**config.mk**
```make
export PLATFORM = sky130hd
export DESIGN_NAME = xgmii_frame_tx_64
export DESIGN_NICKNAME = d
export VERILOG_FILES = /design/src/rtl/xgmii_frame_tx_64.sv
export SDC_FILE = /design/constraint.sdc
export NUM_CORES = 1
export LEC_CHECK = 0
export BUFFER_PORTS_ARGS = -buffer_cell sky130_fd_sc_hd__buf_2
export CAP_MARGIN = 20
export CORE_MARGIN = 10
export CORE_UTILIZATION = 30
export CTS_CLUSTER_DIAMETER = 150
export DETAILED_ROUTE_END_ITERATION = 16
export PLACE_DENSITY_LB_ADDON = 0.12
export SYNTH_ARGS = -nofsm -noshare
export SYNTH_HDL_FRONTEND = slang
export SYNTH_SLANG_ARGS = --single-unit
```
**constraint.sdc**
```tcl
create_clock -name tx_clk -period 21.1 [get_ports tx_clk]
set_input_delay 1.055 -clock tx_clk [delete_from_list [all_inputs] [get_ports tx_clk]]
set_output_delay 1.055 -clock tx_clk [all_outputs]
set_load 0.05 [all_outputs]
```
**src/rtl/xgmii_frame_tx_64.sv**
```systemverilog
// Frames AXI-Stream beats onto 64-bit XGMII: start/preamble, optional padding, terminate, IFG, error words.
// One cycle from an accepted beat (or from tvalid in IDLE) to the registered XGMII word.
module xgmii_frame_tx_64 #(
    parameter int DATA_WIDTH      = 64,
    parameter int CTRL_WIDTH      = DATA_WIDTH / 8,
    parameter int IFG_BYTES       = 12,
    parameter int ENABLE_PADDING  = 1,
    parameter int MIN_FRAME_BYTES = 60
) (
    input  logic                  tx_clk,
    input  logic                  tx_rst,
    input  logic [DATA_WIDTH-1:0] s_axis_tdata,
    input  logic [CTRL_WIDTH-1:0] s_axis_tkeep,
    input  logic                  s_axis_tvalid,
    output logic                  s_axis_tready,
    input  logic                  s_axis_tlast,
    input  logic                  s_axis_tuser,
    output logic [DATA_WIDTH-1:0] xgmii_txd,
    output logic [CTRL_WIDTH-1:0] xgmii_txc,
    output logic                  tx_start_packet,
    output logic                  tx_underflow,
    output logic                  tx_bad_frame
);

    typedef enum logic [2:0] {S_IDLE, S_DATA, S_PAD, S_TERM, S_IFG, S_DISCARD} state_t;

    localparam logic [63:0] IDLE_WORD  = 64'h0707070707070707;
    localparam logic [63:0] START_WORD = 64'hD5555555555555FB;
    localparam logic [63:0] TERM_WORD  = 64'h07070707070707FD;
    localparam logic [63:0] ERR_WORD   = 64'hFEFEFEFEFEFEFEFE;
    localparam logic [15:0] MIN_BYTES  = 16'(MIN_FRAME_BYTES);
    localparam int          IFG_GAP0   = IFG_BYTES - 7;
    localparam logic [7:0]  IFG_W0     = (IFG_GAP0 > 0) ? 8'((IFG_GAP0 + 7) / 8) : 8'd0;

    // Idle words still owed after a terminate in lane t (lanes above t already count as idle).
    function automatic logic [7:0] ifg_words(input logic [3:0] lane);
        int gap;
        gap = IFG_BYTES - (7 - int'(lane));
        if (gap <= 0) return 8'd0;
        return 8'((gap + 7) / 8);
    endfunction

    function automatic logic [71:0] term_at(input logic [63:0] d, input logic [3:0] lane);
        logic [63:0] w;
        logic [7:0]  c;
        for (int i = 0; i < 8; i++) begin
            if (i < int'(lane)) begin
                w[8*i +: 8] = d[8*i +: 8];
                c[i]        = 1'b0;
            end else if (i == int'(lane)) begin
                w[8*i +: 8] = 8'hFD;
                c[i]        = 1'b1;
            end else begin
                w[8*i +: 8] = 8'h07;
                c[i]        = 1'b1;
            end
        end
        return {c, w};
    endfunction

    function automatic logic [63:0] keep_mask(input logic [63:0] d, input logic [7:0] k);
        logic [63:0] w;
        for (int i = 0; i < 8; i++) w[8*i +: 8] = k[i] ? d[8*i +: 8] : 8'h00;
        return w;
    endfunction

    state_t      state, state_nxt;
    logic [15:0] byte_cnt, byte_cnt_nxt;
    logic [7:0]  ifg_rem, ifg_rem_nxt;
    logic [3:0]  disc_cnt, disc_cnt_nxt;
    logic [63:0] txd_nxt;
    logic [7:0]  txc_nxt;
    logic        start_nxt, unf_nxt, bad_nxt;

    logic        accept;
    logic [3:0]  n_bytes;
    logic [16:0] cnt_sum;
    logic [15:0] cnt_add;
    logic        pad_need;
    logic [15:0] gap_left;
    logic [63:0] beat_dat;
    logic [3:0]  term_lane;
    logic [7:0]  ifg_w;

    assign s_axis_tready = (state == S_DATA) || (state == S_DISCARD);
    assign accept        = s_axis_tvalid && s_axis_tready;
    assign n_bytes       = 4'($countones(s_axis_tkeep));
    assign cnt_sum       = {1'b0, byte_cnt} + {13'd0, n_bytes};
    assign cnt_add       = cnt_sum[16] ? 16'hFFFF : cnt_sum[15:0];
    assign pad_need      = (ENABLE_PADDING != 0) && (cnt_add < MIN_BYTES);
    // Every beat before tlast is full, so byte_cnt is a multiple of 8 here and gap_left < 8 is the lane.
    assign gap_left      = MIN_BYTES - byte_cnt;
    assign beat_dat      = keep_mask(s_axis_tdata, s_axis_tkeep);
    assign term_lane     = ((state == S_PAD) || pad_need) ? gap_left[3:0] : n_bytes;
    assign ifg_w         = ifg_words(term_lane);

    always_ff @(posedge tx_clk) begin
        if (tx_rst) begin
            state           <= S_IDLE;
            byte_cnt        <= '0;
            ifg_rem         <= '0;
            disc_cnt        <= '0;
            xgmii_txd       <= IDLE_WORD;
            xgmii_txc       <= 8'hFF;
            tx_start_packet <= 1'b0;
            tx_underflow    <= 1'b0;
            tx_bad_frame    <= 1'b0;
        end else begin
            state           <= state_nxt;
            byte_cnt        <= byte_cnt_nxt;
            ifg_rem         <= ifg_rem_nxt;
            disc_cnt        <= disc_cnt_nxt;
            xgmii_txd       <= txd_nxt;
            xgmii_txc       <= txc_nxt;
            tx_start_packet <= start_nxt;
            tx_underflow    <= unf_nxt;
            tx_bad_frame    <= bad_nxt;
        end
    end

    always_comb begin
        state_nxt    = state;
        byte_cnt_nxt = byte_cnt;
        ifg_rem_nxt  = ifg_rem;
        disc_cnt_nxt = disc_cnt;
        case (state)
            S_IDLE: if (s_axis_tvalid) begin
                state_nxt    = S_DATA;
                byte_cnt_nxt = '0;
            end
            S_DATA: if (!s_axis_tvalid) begin
                state_nxt    = S_DISCARD;
                disc_cnt_nxt = '0;
            end else begin
                byte_cnt_nxt = cnt_add;
                if (s_axis_tlast) begin
                    if (s_axis_tuser) begin
                        state_nxt = S_TERM;
                    end else if ((pad_need && gap_left < 16'd8) || (!pad_need && n_bytes != 4'd8)) begin
                        state_nxt   = (ifg_w == 8'd0) ? S_IDLE : S_IFG;
                        ifg_rem_nxt = ifg_w;
                    end else if (pad_need && gap_left == 16'd8) begin
                        state_nxt = S_TERM;
                    end else if (pad_need) begin
                        state_nxt    = S_PAD;
                        byte_cnt_nxt = byte_cnt + 16'd8;
                    end else begin
                        state_nxt = S_TERM;
                    end
                end
            end
            S_PAD: begin
                byte_cnt_nxt = byte_cnt + 16'd8;
                if (gap_left == 16'd8) begin
                    state_nxt = S_TERM;
                end else if (gap_left < 16'd8) begin
                    state_nxt   = (ifg_w == 8'd0) ? S_IDLE : S_IFG;
                    ifg_rem_nxt = ifg_w;
                end
            end
            S_TERM: begin
                state_nxt   = (IFG_W0 == 8'd0) ? S_IDLE : S_IFG;
                ifg_rem_nxt = IFG_W0;
            end
            S_IFG: begin
                if (ifg_rem <= 8'd1) state_nxt = S_IDLE;
                ifg_rem_nxt = ifg_rem - 8'd1;
            end
            S_DISCARD: begin
                if (disc_cnt != 4'hF) disc_cnt_nxt = disc_cnt + 4'd1;
                // disc_cnt equals the idle words emitted so far including this cycle's.
                if (accept && s_axis_tlast) begin
                    if (IFG_W0 > {4'd0, disc_cnt}) begin
                        state_nxt   = S_IFG;
                        ifg_rem_nxt = IFG_W0 - {4'd0, disc_cnt};
                    end else begin
                        state_nxt = S_IDLE;
                    end
                end
            end
            default: state_nxt = S_IDLE;
        endcase
    end

    always_comb begin
        txd_nxt   = IDLE_WORD;
        txc_nxt   = 8'hFF;
        start_nxt = 1'b0;
        unf_nxt   = 1'b0;
        bad_nxt   = 1'b0;
        case (state)
            S_IDLE: if (s_axis_tvalid) begin
                txd_nxt   = START_WORD;
                txc_nxt   = 8'h01;
                start_nxt = 1'b1;
            end
            S_DATA: if (!s_axis_tvalid) begin
                txd_nxt = ERR_WORD;
                unf_nxt = 1'b1;
            end else if (s_axis_tlast && s_axis_tuser) begin
                txd_nxt = ERR_WORD;
                bad_nxt = 1'b1;
            end else if (s_axis_tlast && ((pad_need && gap_left < 16'd8) || (!pad_need && n_bytes != 4'd8))) begin
                {txc_nxt, txd_nxt} = term_at(beat_dat, term_lane);
            end else begin
                txd_nxt = beat_dat;
                txc_nxt = 8'h00;
            end
            S_PAD: if (gap_left < 16'd8) begin
                {txc_nxt, txd_nxt} = term_at(64'd0, term_lane);
            end else begin
                txd_nxt = 64'd0;
                txc_nxt = 8'h00;
            end
            S_TERM:    txd_nxt = TERM_WORD;
            S_DISCARD: if (disc_cnt == 4'd0) txd_nxt = TERM_WORD;
            default:   txd_nxt = IDLE_WORD;
        endcase
    end

endmodule

```
==> impl_metrics.ini, run 1 <==
[status]
status = finished, final reports clean

[synth]
syn_nets = 941
ys_seq_area_frac = 0.323
synth-edff-count = 0
yosysWarnings = 0
synth.most_common_cell = dfxtp_1
synthArstFlopShare = 0
yosys-top-cells-count = 106 x dfxtp_1, 82 x a21oi_1, 64 x o21ai_0, 63 x nand2_1, 63 x nor2_1
yosysTopAreaCell = dfxtp_1
synth_area_leaders = dfxtp_1 32%, a21oi_1 6.3%, o21ai_0 4.9%
synthFlopType = dfxtp_1
syn_inst = 837
synthesis.area_um2 = 6570
avgSynthCellArea_um2 = 7.85
ys_types = 82
ys_ff_latch = 106
synthDominantCellAreaShare = 0.323

[clocking]
clkLatencyLatePin_ps = 370
htreeDepth = 3
clock-sinks = 106
clockRootBuffer = clkbuf_16
cts_hold_buf = 0
cts_setup_buffers = 0
cts_tree = built
numCtsBuffers = 9
clk_pin_slew_ps = 80
clockBufferDepth = 2
cts_resized = 0

[pwr]
p_int_mw = 0.496
irDropWorstVdd_uv = 51.4
comb_power_share = 0.562
p_clk_frac = 0.172
power.switching_mw = 0.563
powerDensity_nw_per_um2 = 135
sw_frac_of_total = 0.532
seqPwrFrac = 0.266
p_leak_nw = 3.04
fin_total_pwr_mw = 1.06

[floorplan]
core_um2 = 21700
die_y_um = 168
rows = 54
die_w_um = 168
dieArea_um2 = 28200
ioPinCount = 153
initial_core_util = 0.303

[global_route]
overflow = 0
grt_pass1_wl_um = 39800
grt_usage = 0.174
grt_max_degree = 48
antenna_found_initial = 2
grt_pass1_vias = 6713
met1_usage = 0.229
gr-usage-met2 = 0.284
use_met3 = 0.0321
top_usage_layer = met2

[layout]
final_nets = 1056
area_growth_pct = 19.3
n_fill_cell = 2330
regArea_um2 = 2120
multiInputGateArea_um2 = 4070
drive_gt1_frac = 0.223

[critical_path]
crit_path_end_kind = register
arrival_ps = 8620
critPathSlowestCell = a311oi_2
worstPathMaxFanout = 16
cp-start-kind = input port
worstPathCellList = buf_2 -> inv_1 -> fa_1 -> fa_1 -> fa_1 -> inv_1 -> ha_1 -> fa_1 -> inv_1 -> fa_1 -> nand2b_1 -> a21oi_1 -> o2111a_1 -> o22ai_1 -> nand3b_1 -> o21ai_4 -> mux2i_1 -> inv_1 -> ha_1 -> inv_1 -> or3_1 -> a311oi_2 -> nand2_1 -> a21oi_1
critPathKind = input port to register
cp_slowest_stage_delay_ps = 660
cp.required_ps = 21400

[placed_design]
io_buffers = 152
dpl.hpwl_um = 19300
gp_congestion = 0.894

[timing]
rsz0062_at_grt = no
finalClockSkew_ps = 9.90
worst-slew-pin-transition_ps = 1070
hold_viol = 0
finalSetupViolations = 0
fin_crit_sh = 0.395
max_freq_ghz = 0.120
tns_ps = 0
period_needed_ps = 8330
drv_slew = 0
slew_headroom = 0.284

[drt]
wl_per_cell_um = 20.7
drt-pass1-iter-count = 5
ant_nets = 0
vias_per_cell = 5.55
first_iter_violations = 522
drcViolationCount = 0
routed_wl_um = 25600
num_vias = 6876

[flow_run]
max-cap-violations = 0

[min_path]
hold_class = register to register
==> worst max-delay path: cells and delay by family <==
kind	cells	cell delay (ps)
simple gates	4	1220
fa+ha+maj	7	3310
buf+inv	6	770
compound gates	6	2010
mux	1	240
==> power by group through the flow <==
stage	Clock, mW	Combinational [mW]	Sequential [mW]
finish	0.182	0.595	0.282
global route	0.193	0.641	0.289
CTS	0.187	0.591	0.282
detailed placement	0	0.590	0.287
global placement	0	0.593	0.287
floorplan	0	0.285	0.435
==> path summary, 6_finish.rpt <==
path | start | to | slack (ps) | cells past startpoint
max reg2reg | byte_cnt[0] | xgmii_txd[51] | 15310 | 17
min reg2reg | ifg_rem[7] | ifg_rem[7] | 480 | 2
max | s_axis_tkeep[0] | xgmii_txd[51] | 12770 | 24
min | ifg_rem[7] | ifg_rem[7] | 480 | 2
==> registers in the layout, summed over array words and instances, names as in the netlist <==
| signal | flops |
|---|---|
| byte_cnt | 16 |
| disc_cnt | 4 |
| ifg_rem | 8 |
| tx_start_packet | 1 |
| xgmii_txd | 64 |
| xgmii_txc | 8 |
| state | 3 |
| tx_underflow | 1 |
| tx_bad_frame | 1 |
==> layer usage <==
layer  part of all wire  up-vias  wire, um
met4              0.012        2       319
met3              0.058       21      1490
met5            0.00039        -        10
li1                   -     3342         -
met2               0.48      267     12200
met1               0.45     3244     11600
==> cells in the final DEF (no fill, tap or decap), drive strengths merged, types with 9 or more instances in the layout <==
cell | synthesis | layout
nor4 | 10 | 10
mux2i | 9 | 9
a211oi | 12 | 12
buf | 13 | 161
dfxtp | 106 | 106
ha | 22 | 22
a31oi | 34 | 34
nand3 | 38 | 38
inv | 40 | 45
nor2 | 63 | 63
nand2 | 63 | 63
xnor2 | 18 | 18
o211ai | 14 | 14
nand2b | 10 | 10
nand4 | 23 | 23
a21oi | 83 | 83
or3 | 9 | 9
nor3 | 25 | 25
clkbuf | 44 | 9
o21ai | 68 | 68
==> per-stage QoR <==
step	setup WS, ps	instance area, um2	cells	utilization	hold WS (ps)
after global routing	12200	7830	1238	0.361	499
after global placement	12640	7510	1220	0.346	470
after detailed placement	12470	7510	1220	0.346	471
final	12770	7830	1238	0.361	480
after floorplan	13590	6570	837	-	450
after CTS	12810	7820	1236	0.361	483
==> cell type report <==
cell class / count / area share
Antenna cell: 1 / 0.000319
Clock buffer: 9 / 0.0287
Clock inverter: 7 / 0.0110
Inverter: 41 / 0.0196
Multi-Input combinational cell: 633 / 0.519
Sequential cell: 106 / 0.271
Tap cell: 280 / 0.0447
Timing Repair Buffer: 161 / 0.106
==> cell families after synthesis <==
kind of cell / count (synthesis) / share of synthesized area
and+or+nand+nor: 277 / 0.216
DFF: 106 / 0.323
adders and majority gates: 27 / 0.0572
muxes: 15 / 0.0265
AOI/OAI and AO/OA: 290 / 0.286
xor gates and xnor gates: 24 / 0.0320
buffers and inverters: 98 / 0.0594
(Power assumes the default switching activity.)
==> run 2, diff against run 1 <==
Clock period 21.1 ns to 8.71 ns, I/O delays scaled along.
==> run 2 against run 1 <==
Against the previous run:
- critical path depth is the same
- clock power increased by 140%
- clock-buffer cell count is 1 higher
- global-route usage decreased by 0.29 points
- cell count hardly changed
- combinational power up 140%
- sequential share of layout area fell by 0.056 points
- sequential power rose by 140%
- final area up 0.21%
- non-clock buffer count grew 2
- routed wire length is 1.5% lower
==> impl_metrics.ini, run 2 (synthesized netlist as in run 1, its figures left out) <==
[critical_path]
worstPathMaxFanout = 16
cp-start-kind = input port
arrival_ps = 7920
crit_path_end_kind = register
cp.required_ps = 9020
rrSetupSlack_ps = 3050
critPathKind = input port to register

[min_path]
hold_class = input port to register

[global_route]
grt_pass1_wl_um = 38900
antenna_found_initial = 1
overflow = 0
grt_usage = 0.171
grt_pass1_vias = 6424
grt_max_degree = 48

[clocking]
clkLatencyLatePin_ps = 370
numCtsBuffers = 9
cts_setup_buffers = 0
cts_resized = 0
clk_pin_slew_ps = 80
clockBufferDepth = 2
htreeDepth = 3
cts_tree = built
clockRootBuffer = clkbuf_16
clock-sinks = 106
cts_hold_buf = 0

[timing]
slew_headroom = 0.387
fin_crit_sh = 0.875
drv_slew = 0
hold_viol = 0
finalClockSkew_ps = 10.5
period_needed_ps = 7620
max_freq_ghz = 0.131
finalSetupViolations = 0
tns_ps = 0
worst-slew-pin-transition_ps = 920
rsz0062_at_grt = no

[layout]
largest_register_ffs = 64
multiInputGateArea_um2 = 4070
regMostFlops = xgmii_txd
regArea_um2 = 2120
antenna_cells = 0
fin_util = 0.362
final_common_cell = buf_2
layoutNonFillerInstCount = 1239
drive_gt1_frac = 0.223
final_nets = 1058
final_cell_mix = 152 x buf_2, 106 x dfxtp_1, 81 x a21oi_1
top_regs = xgmii_txd x64, byte_cnt x16
area_growth_pct = 19.6
n_fill_cell = 2300

[pwr]
powerDensity_nw_per_um2 = 328
seqPwrFrac = 0.266
power.switching_mw = 1.35
p_clk_frac = 0.173
irDropWorstVdd_uv = 124
sw_frac_of_total = 0.523
fin_total_pwr_mw = 2.57
p_int_mw = 1.23
p_leak_nw = 3.05
comb_power_share = 0.561

[status]
status = finished, final reports clean

[drt]
ant_nets = 0
first_iter_violations = 607
vias_per_cell = 5.52
drt-pass1-iter-count = 5
drcViolationCount = 0
num_vias = 6839
routed_wl_um = 25200
wl_per_cell_um = 20.4

[floorplan]
initial_core_util = 0.303
die_w_um = 168
ioPinCount = 153
rows = 54
core_um2 = 21700
dieArea_um2 = 28200
die_y_um = 168

[placed_design]
io_buffers = 152
dpl.hpwl_um = 19200
place_inst = 1221
gp_congestion = 0.888

[flow_run]
max-cap-violations = 0
-- run 2: cell count changes in the layout (fill, tap and decap cells not counted), sizes merged --
cell / previous run / this run
buf: 161 / 163
bufinv: 0 / 1
clkbuf: 9 / 10
clkinv: 3 / 4
diode: 1 / 0
inv: 45 / 42
-- run 2: path summary, 6_finish.rpt --
| path | startpoint | end | cells past startpoint |
|---|---|---|---|
| setup / recovery | s_axis_tkeep[0] | xgmii_txd[54] | 24 |
| hold / removal | s_axis_tdata[53] | xgmii_txd[53] | 3 |
| hold reg to reg | ifg_rem[7] | ifg_rem[7] | 2 |
| setup reg to reg | byte_cnt[0] | xgmii_txd[54] | 17 |
-- run 2: power groups by stage --
stage | Sequential, mW | Combinational [mW] | Clock [mW]
finish | 0.684 | 1.44 | 0.445
global route | 0.700 | 1.55 | 0.473
CTS | 0.684 | 1.43 | 0.454
detailed placement | 0.695 | 1.43 | 0
global placement | 0.696 | 1.44 | 0
floorplan | 1.05 | 0.691 | 0
-- run 2: metrics by stage --
| stage | hold slack (ps) | instance area (um2) | setup WS [ps] |
|---|---|---|---|
| floorplan | 450 | 6570 | 1820 |
| global placement | 470 | 7520 | 861 |
| detailed placement | 479 | 7520 | 765 |
| CTS | 298 | 7840 | 1130 |
| global route | 313 | 7850 | 470 |
| finish | 307 | 7850 | 1090 |
-- run 2: final cells by class --
class | count | share of cell area
multi-input cells | 633 | 0.518
flip-flops and latches | 106 | 0.270
repair buffers | 163 | 0.107
well taps | 280 | 0.0446
clock buffers | 10 | 0.0292
inverters | 41 | 0.0196
clock inverters | 6 | 0.0110
-- run 2: worst max-delay path, stage by stage --
cell	delay [ps]
buf_2	180
inv_1	90
fa_1	570
fa_1	430
fa_1	490
inv_1	40
ha_1	200
fa_1	610
inv_1	90
fa_1	420
nand2b_1	210
a21oi_1	370
o2111a_1	280
o22ai_1	90
nand3b_1	310
o21ai_4	410
mux2i_1	240
inv_1	160
ha_1	600
inv_1	230
or3_1	560
a311oi_2	630
nand2_1	120
a21oi_1	150
-- run 2: metal layers --
metal  up-vias  global-route usage  part of all wire
met2       278               0.275              0.47
met3        34              0.0303             0.062
met5         -                   0           0.00036
met1      3200               0.228              0.45
li1       3325                   -                 -
met4         2              0.0500             0.017
